==> config.mk <==
export PLATFORM = sky130hd
export DESIGN_NAME = intc
export DESIGN_NICKNAME = d
export VERILOG_FILES = /design/src/rtl/intc_pkg.sv /design/src/rtl/intc_prio_enc.sv /design/src/rtl/intc.sv
export SDC_FILE = /design/constraint.sdc
export NUM_CORES = 1
export LEC_CHECK = 0
export BUFFER_PORTS_ARGS = -buffer_cell sky130_fd_sc_hd__buf_4
export CAP_MARGIN = 20
export CORE_ASPECT_RATIO = 1.5
export CORE_MARGIN = 4
export CORE_UTILIZATION = 25
export DETAILED_ROUTE_END_ITERATION = 8
export PLACE_DENSITY_LB_ADDON = 0.05
export SLEW_MARGIN = 20
export SYNTH_ARGS = -nofsm -noshare
export SYNTH_HDL_FRONTEND = slang
export SYNTH_HIERARCHICAL = 1
export SYNTH_SLANG_ARGS = --single-unit
==> constraint.sdc <==
create_clock -name clk -period 2.2 [get_ports clk]
set_input_delay 0.22 -clock clk [delete_from_list [all_inputs] [get_ports clk]]
set_output_delay 0.22 -clock clk [all_outputs]
set_load 0.005 [all_outputs]
==> src/rtl/intc_pkg.sv <==
// Shared constants, register-select type and address decoder for the interrupt controller.
package intc_pkg;

  localparam int DATA_W = 32;
  localparam int ADDR_W = 32;

  localparam logic [ADDR_W-1:0] INTC_EN_ADDR    = 32'h1000_0200;
  localparam logic [ADDR_W-1:0] INTC_PEND_ADDR  = 32'h1000_0204;
  localparam logic [ADDR_W-1:0] INTC_CLAIM_ADDR = 32'h1000_0208;

  localparam int INTC_CLAIM_VALID_BIT = 31;

  typedef enum logic [1:0] {
    REG_NONE,
    REG_EN,
    REG_PEND,
    REG_CLAIM
  } intcReg_e;

  function automatic intcReg_e decodeAddr(input logic [ADDR_W-1:0] addr);
    intcReg_e sel;
    case (addr)
      INTC_EN_ADDR:    sel = REG_EN;
      INTC_PEND_ADDR:  sel = REG_PEND;
      INTC_CLAIM_ADDR: sel = REG_CLAIM;
      default:         sel = REG_NONE;
    endcase
    return sel;
  endfunction

endpackage

==> src/rtl/intc_prio_enc.sv <==
// Fixed-priority encoder: reports whether any request is active and the lowest active index.
module intc_prio_enc
  import intc_pkg::*;
#(
  parameter int N_SRC = 8,
  parameter int ID_W  = 5
) (
  input  logic [N_SRC-1:0] i_act,
  output logic             o_valid,
  output logic [ID_W-1:0]  o_id
);

  // Scanning from the top down lets the lowest set index overwrite the others.
  always_comb begin
    o_valid = |i_act;
    o_id    = '0;
    for (int i = N_SRC - 1; i >= 0; i--) begin
      if (i_act[i]) begin
        o_id = ID_W'(i);
      end
    end
  end

endmodule

==> src/rtl/intc.sv <==
// Memory-mapped interrupt controller: edge-detects peripheral requests into pending bits,
// masks them, and presents the lowest-index active source to the core.
module intc
  import intc_pkg::*;
#(
  parameter int N_SRC = 8,
  parameter int ID_W  = 5
) (
  input  logic              clk,
  input  logic              rst_n,
  input  logic [N_SRC-1:0]  irq_src_i,
  input  logic [ADDR_W-1:0] intc_r_addr_i,
  input  logic [ADDR_W-1:0] intc_w_addr_i,
  input  logic [DATA_W-1:0] intc_data_i,
  input  logic              intc_r_enable_i,
  input  logic              intc_w_enable_i,
  output logic [DATA_W-1:0] intc_data_o,
  output logic              irq_o,
  output logic [ID_W-1:0]   irq_id_o,
  input  logic              irq_ack_i
);

  logic [N_SRC-1:0]  r_en;
  logic [N_SRC-1:0]  r_pend;
  logic [N_SRC-1:0]  r_srcQ;

  logic [N_SRC-1:0]  w_rise;
  logic [N_SRC-1:0]  w_act;
  logic              w_winValid;
  logic [ID_W-1:0]   w_winId;
  intcReg_e          w_rdSel;
  intcReg_e          w_wrSel;
  logic [N_SRC-1:0]  w_w1cMask;
  logic [N_SRC-1:0]  w_claimMask;
  logic [N_SRC-1:0]  w_ackMask;
  logic [N_SRC-1:0]  w_pendNext;
  logic [DATA_W-1:0] w_claimData;
  logic [DATA_W-1:0] w_rdData;
  logic              w_rdHit;
  logic              w_unusedData;

  assign w_rise = irq_src_i & ~r_srcQ;
  assign w_act  = r_pend & r_en;

  assign w_rdSel = intc_r_enable_i ? decodeAddr(intc_r_addr_i) : REG_NONE;
  assign w_wrSel = intc_w_enable_i ? decodeAddr(intc_w_addr_i) : REG_NONE;

  // One encoder serves both the claim read and the registered request id.
  intc_prio_enc #(
    .N_SRC (N_SRC),
    .ID_W  (ID_W)
  ) u_prioEnc (
    .i_act   (w_act),
    .o_valid (w_winValid),
    .o_id    (w_winId)
  );

  assign w_w1cMask   = (w_wrSel == REG_PEND) ? intc_data_i[N_SRC-1:0] : '0;
  assign w_claimMask = ((w_rdSel == REG_CLAIM) && w_winValid) ? (N_SRC'(1) << w_winId) : '0;
  assign w_ackMask   = (irq_ack_i && irq_o) ? (N_SRC'(1) << irq_id_o) : '0;

  // A new rising edge always beats any clear arriving in the same cycle.
  assign w_pendNext = (r_pend & ~(w_w1cMask | w_claimMask | w_ackMask)) | w_rise;

  assign w_unusedData = ^intc_data_i;

  always_comb begin
    w_claimData                       = '0;
    w_claimData[ID_W-1:0]             = w_winId;
    w_claimData[INTC_CLAIM_VALID_BIT] = w_winValid;
  end

  always_comb begin
    w_rdHit  = 1'b1;
    w_rdData = '0;
    case (w_rdSel)
      REG_EN:    w_rdData = DATA_W'(r_en);
      REG_PEND:  w_rdData = DATA_W'(r_pend);
      REG_CLAIM: w_rdData = w_claimData;
      default:   w_rdHit  = 1'b0;
    endcase
  end

  always_ff @(posedge clk) begin
    if (!rst_n) begin
      r_en        <= '0;
      r_pend      <= '0;
      r_srcQ      <= '0;
      irq_o       <= 1'b0;
      irq_id_o    <= '0;
      intc_data_o <= '0;
    end else begin
      r_srcQ   <= irq_src_i;
      r_pend   <= w_pendNext;
      irq_o    <= w_winValid;
      irq_id_o <= w_winId;
      if (w_wrSel == REG_EN) begin
        r_en <= intc_data_i[N_SRC-1:0];
      end
      if (w_rdHit) begin
        intc_data_o <= w_rdData;
      end
    end
  end

endmodule
==> flow_metrics.env <==
export IMPL_status="completed"
export IMPL_ir_worst_vdd_uv=459
export IMPL_drive_gt1_share_pct=39.6
export IMPL_place_ws_ns=0.114
export IMPL_wire_per_inst_microns=14.8
export IMPL_mappedNetlistArea_sq_um=2260
export IMPL_cts_setup_buffers=0
export IMPL_core_area_sq_um=8830
export IMPL_die_area_sq_um=10700
export IMPL_power_total_mw=1.68
export IMPL_stdcell_count=489
export IMPL_yosys_area_top_type="dfxtp_1"
export IMPL_min_path_type="primary input to flop"
export IMPL_cts_tree="yes"
export IMPL_layout_common_cells="buf_4, dfxtp_1, inv_1, conb_1, nand2_1"
export IMPL_vias=2182
export IMPL_r2r_start="r_en[4]"
export IMPL_port_buffer_count=99
export IMPL_ys_seq_elements=39
export IMPL_yosys_area_top_type_share_pct=34.5
export IMPL_dpl_cell_count=481
export IMPL_cts_made_buffers=5
export IMPL_die_w_microns=85.6
export IMPL_finalCoreUtilization_pct=37.7
export IMPL_hold_viol_final=0
export IMPL_cap_violations=0
export IMPL_cts_hold_buf=0
export IMPL_arrival_ns=2.22
export IMPL_vias_per_cell=4.46
export IMPL_synthDistinctLibCells=41
export IMPL_synth_cells=261
export IMPL_grt_pass1_vias=2226
export IMPL_drt_initial_drc_count=79
export IMPL_grt_setup_unrepaired="no"
export IMPL_clkSinkCount=39
export IMPL_grtUsageTotal_pct=13.4
export IMPL_yosysWarnings=6
export IMPL_h_tree_depth=2
export IMPL_required_ns=2.36
export IMPL_drt_pass1_iter_count=4
export IMPL_end_kind="flop"
export IMPL_crit_fanout=6
export IMPL_tightest_slew_ns=0.503
export IMPL_clkLatencyLatePin_ns=0.28
export IMPL_relSlewSlack_pct=66.0
export IMPL_antenna_found_initial=0
export IMPL_io_pins=147
export IMPL_synth_top_cells_by_area="dfxtp_1, buf_4, mux2i_1"
export IMPL_synth_flop_cell="dfxtp_1"
export IMPL_final_common_cell="buf_4"
export IMPL_synth_seq_area_share_pct=34.5
export IMPL_layout_setup_ws_ns=0.139
export IMPL_area_delta_synth_final_pct=47.3
export IMPL_setup_viol_count_final=0
export IMPL_drc=0
export IMPL_hpwl_microns=6030
export IMPL_start_kind="flop"
export IMPL_hold_worst_slack_ns=0.136
export IMPL_syn_area_per_cell_sq_um=8.66
export IMPL_final_period_utilization_pct=93.7
export IMPL_nNetsFinal=487
export IMPL_hp_start="irq_src_i[7]"
export IMPL_start_util_pct=25.6
export IMPL_grt_start_max_net_pins=40
export IMPL_placedInstanceArea_sq_um=3170
export IMPL_wl_microns=7250
export IMPL_tns_ns=0
export IMPL_antenna_left=0
export IMPL_grt_overflow=0
export IMPL_slew_viol_final=0
export IMPL_postLayoutCellArea_sq_um=3330
export IMPL_fillers=955
export IMPL_worst_clock_skew_ns=0.00144
export IMPL_clkTransAtPathRegs_ns=0.06
export IMPL_power_density_nw_per_um2=505
export IMPL_std_cell_rows=42
export IMPL_die_y_microns=124
export IMPL_max_freq_mhz=485
export IMPL_diodes=0
export IMPL_grt_pass1_wl_microns=10900
export IMPL_cts_root_buf="clkbuf_16"
export IMPL_fin_crit_ns=2.06
export IMPL_clockBufferDepth=2
export IMPL_critPathLaunch="r_en[4]"
export IMPL_place_gp_congestion=0.736
export IMPL_synth_edff_count=0
export IMPL_leakage_nw=1.47
export IMPL_ys_async_sr_fraction_pct=0
export IMPL_crit_type="flop to flop"
sequential cells by signal, indices dropped and copies added, names as in the netlist:
signal / cells
intc_data_o: 9
irq_id_o: 5
r_srcQ: 8
r_pend: 8
r_en: 8
irq_o: 1
logic make-up (layout without fill, tap and decap cells):
family                 count (synthesis)  after routing  share of synthesized area (%)
AO/OA/AOI/OAI                         42             42                           14.7
multiplexers                          16             16                           7.36
buffers and inverters                 60            155                           14.2
flip-flops                            39             39                           34.5
other                                  2             25                          0.332
AND/OR/NAND/NOR                      102            102                           28.9
synth_stat cells (all sizes together), types with 5 or more instances:
master / instances
dfxtp: 39
buf: 26
inv: 25
nand2: 20
nor4: 16
and2: 14
mux2i: 11
nor2b: 10
clkbuf: 9
nor2: 8
o22ai: 8
a21oi: 7
nor4b: 7
o2111ai: 7
o21ai: 7
nand3: 6
a21boi: 5
mux2: 5
nand4: 5
o22a: 5
routing by layer:
metal / GRT usage (%) / share of wire (%)
met2: 25.5 / 54
met5: 0 / 0
met3: 3.71 / 8.3
met1: 13.4 / 36
met4: 4.75 / 1.4
repair_timing:
action,in CTS,in global routing
hold endpoints to repair,0,0
resized for setup,0,3
setup endpoints to repair,0,2
where the power goes:
| group | internal [mW] | switching, mW |
|---|---|---|
| Combinational | 0.149 | 0.0947 |
| Sequential | 0.731 | 0.0108 |
| Clock | 0.419 | 0.278 |
layout make-up:
cell class | instances | area, sq um | area share [%]
multi-input cells | 185 | 1260 | 38.0
well taps | 110 | 138 | 4.13
flip-flops and latches | 39 | 781 | 23.4
repair buffers | 122 | 916 | 27.5
inverters | 25 | 93.8 | 2.82
clock buffers | 7 | 133 | 3.98
clock inverters | 1 | 5.00 | 0.150
final timing paths:
check               to  slack, ns  depth (start not counted)
max          r_pend[6]       0.14                          9
min          r_srcQ[7]       0.14                          3
max reg2reg  r_pend[6]       0.14                          9
min reg2reg  r_pend[0]       0.42                          1
worst max-delay path: stages, from the launching register on:
cell and delay [ns]:
dfxtp_1 0.33, and2_1 0.22, nor4_2 0.08, nand3_1 0.12, nor4bb_1 0.29, and4_1 0.25, nand2_1 0.18, nor4b_2 0.27
buf_4 0.15, o22ai_1 0.05
Power figures use the tool's default switching activity.
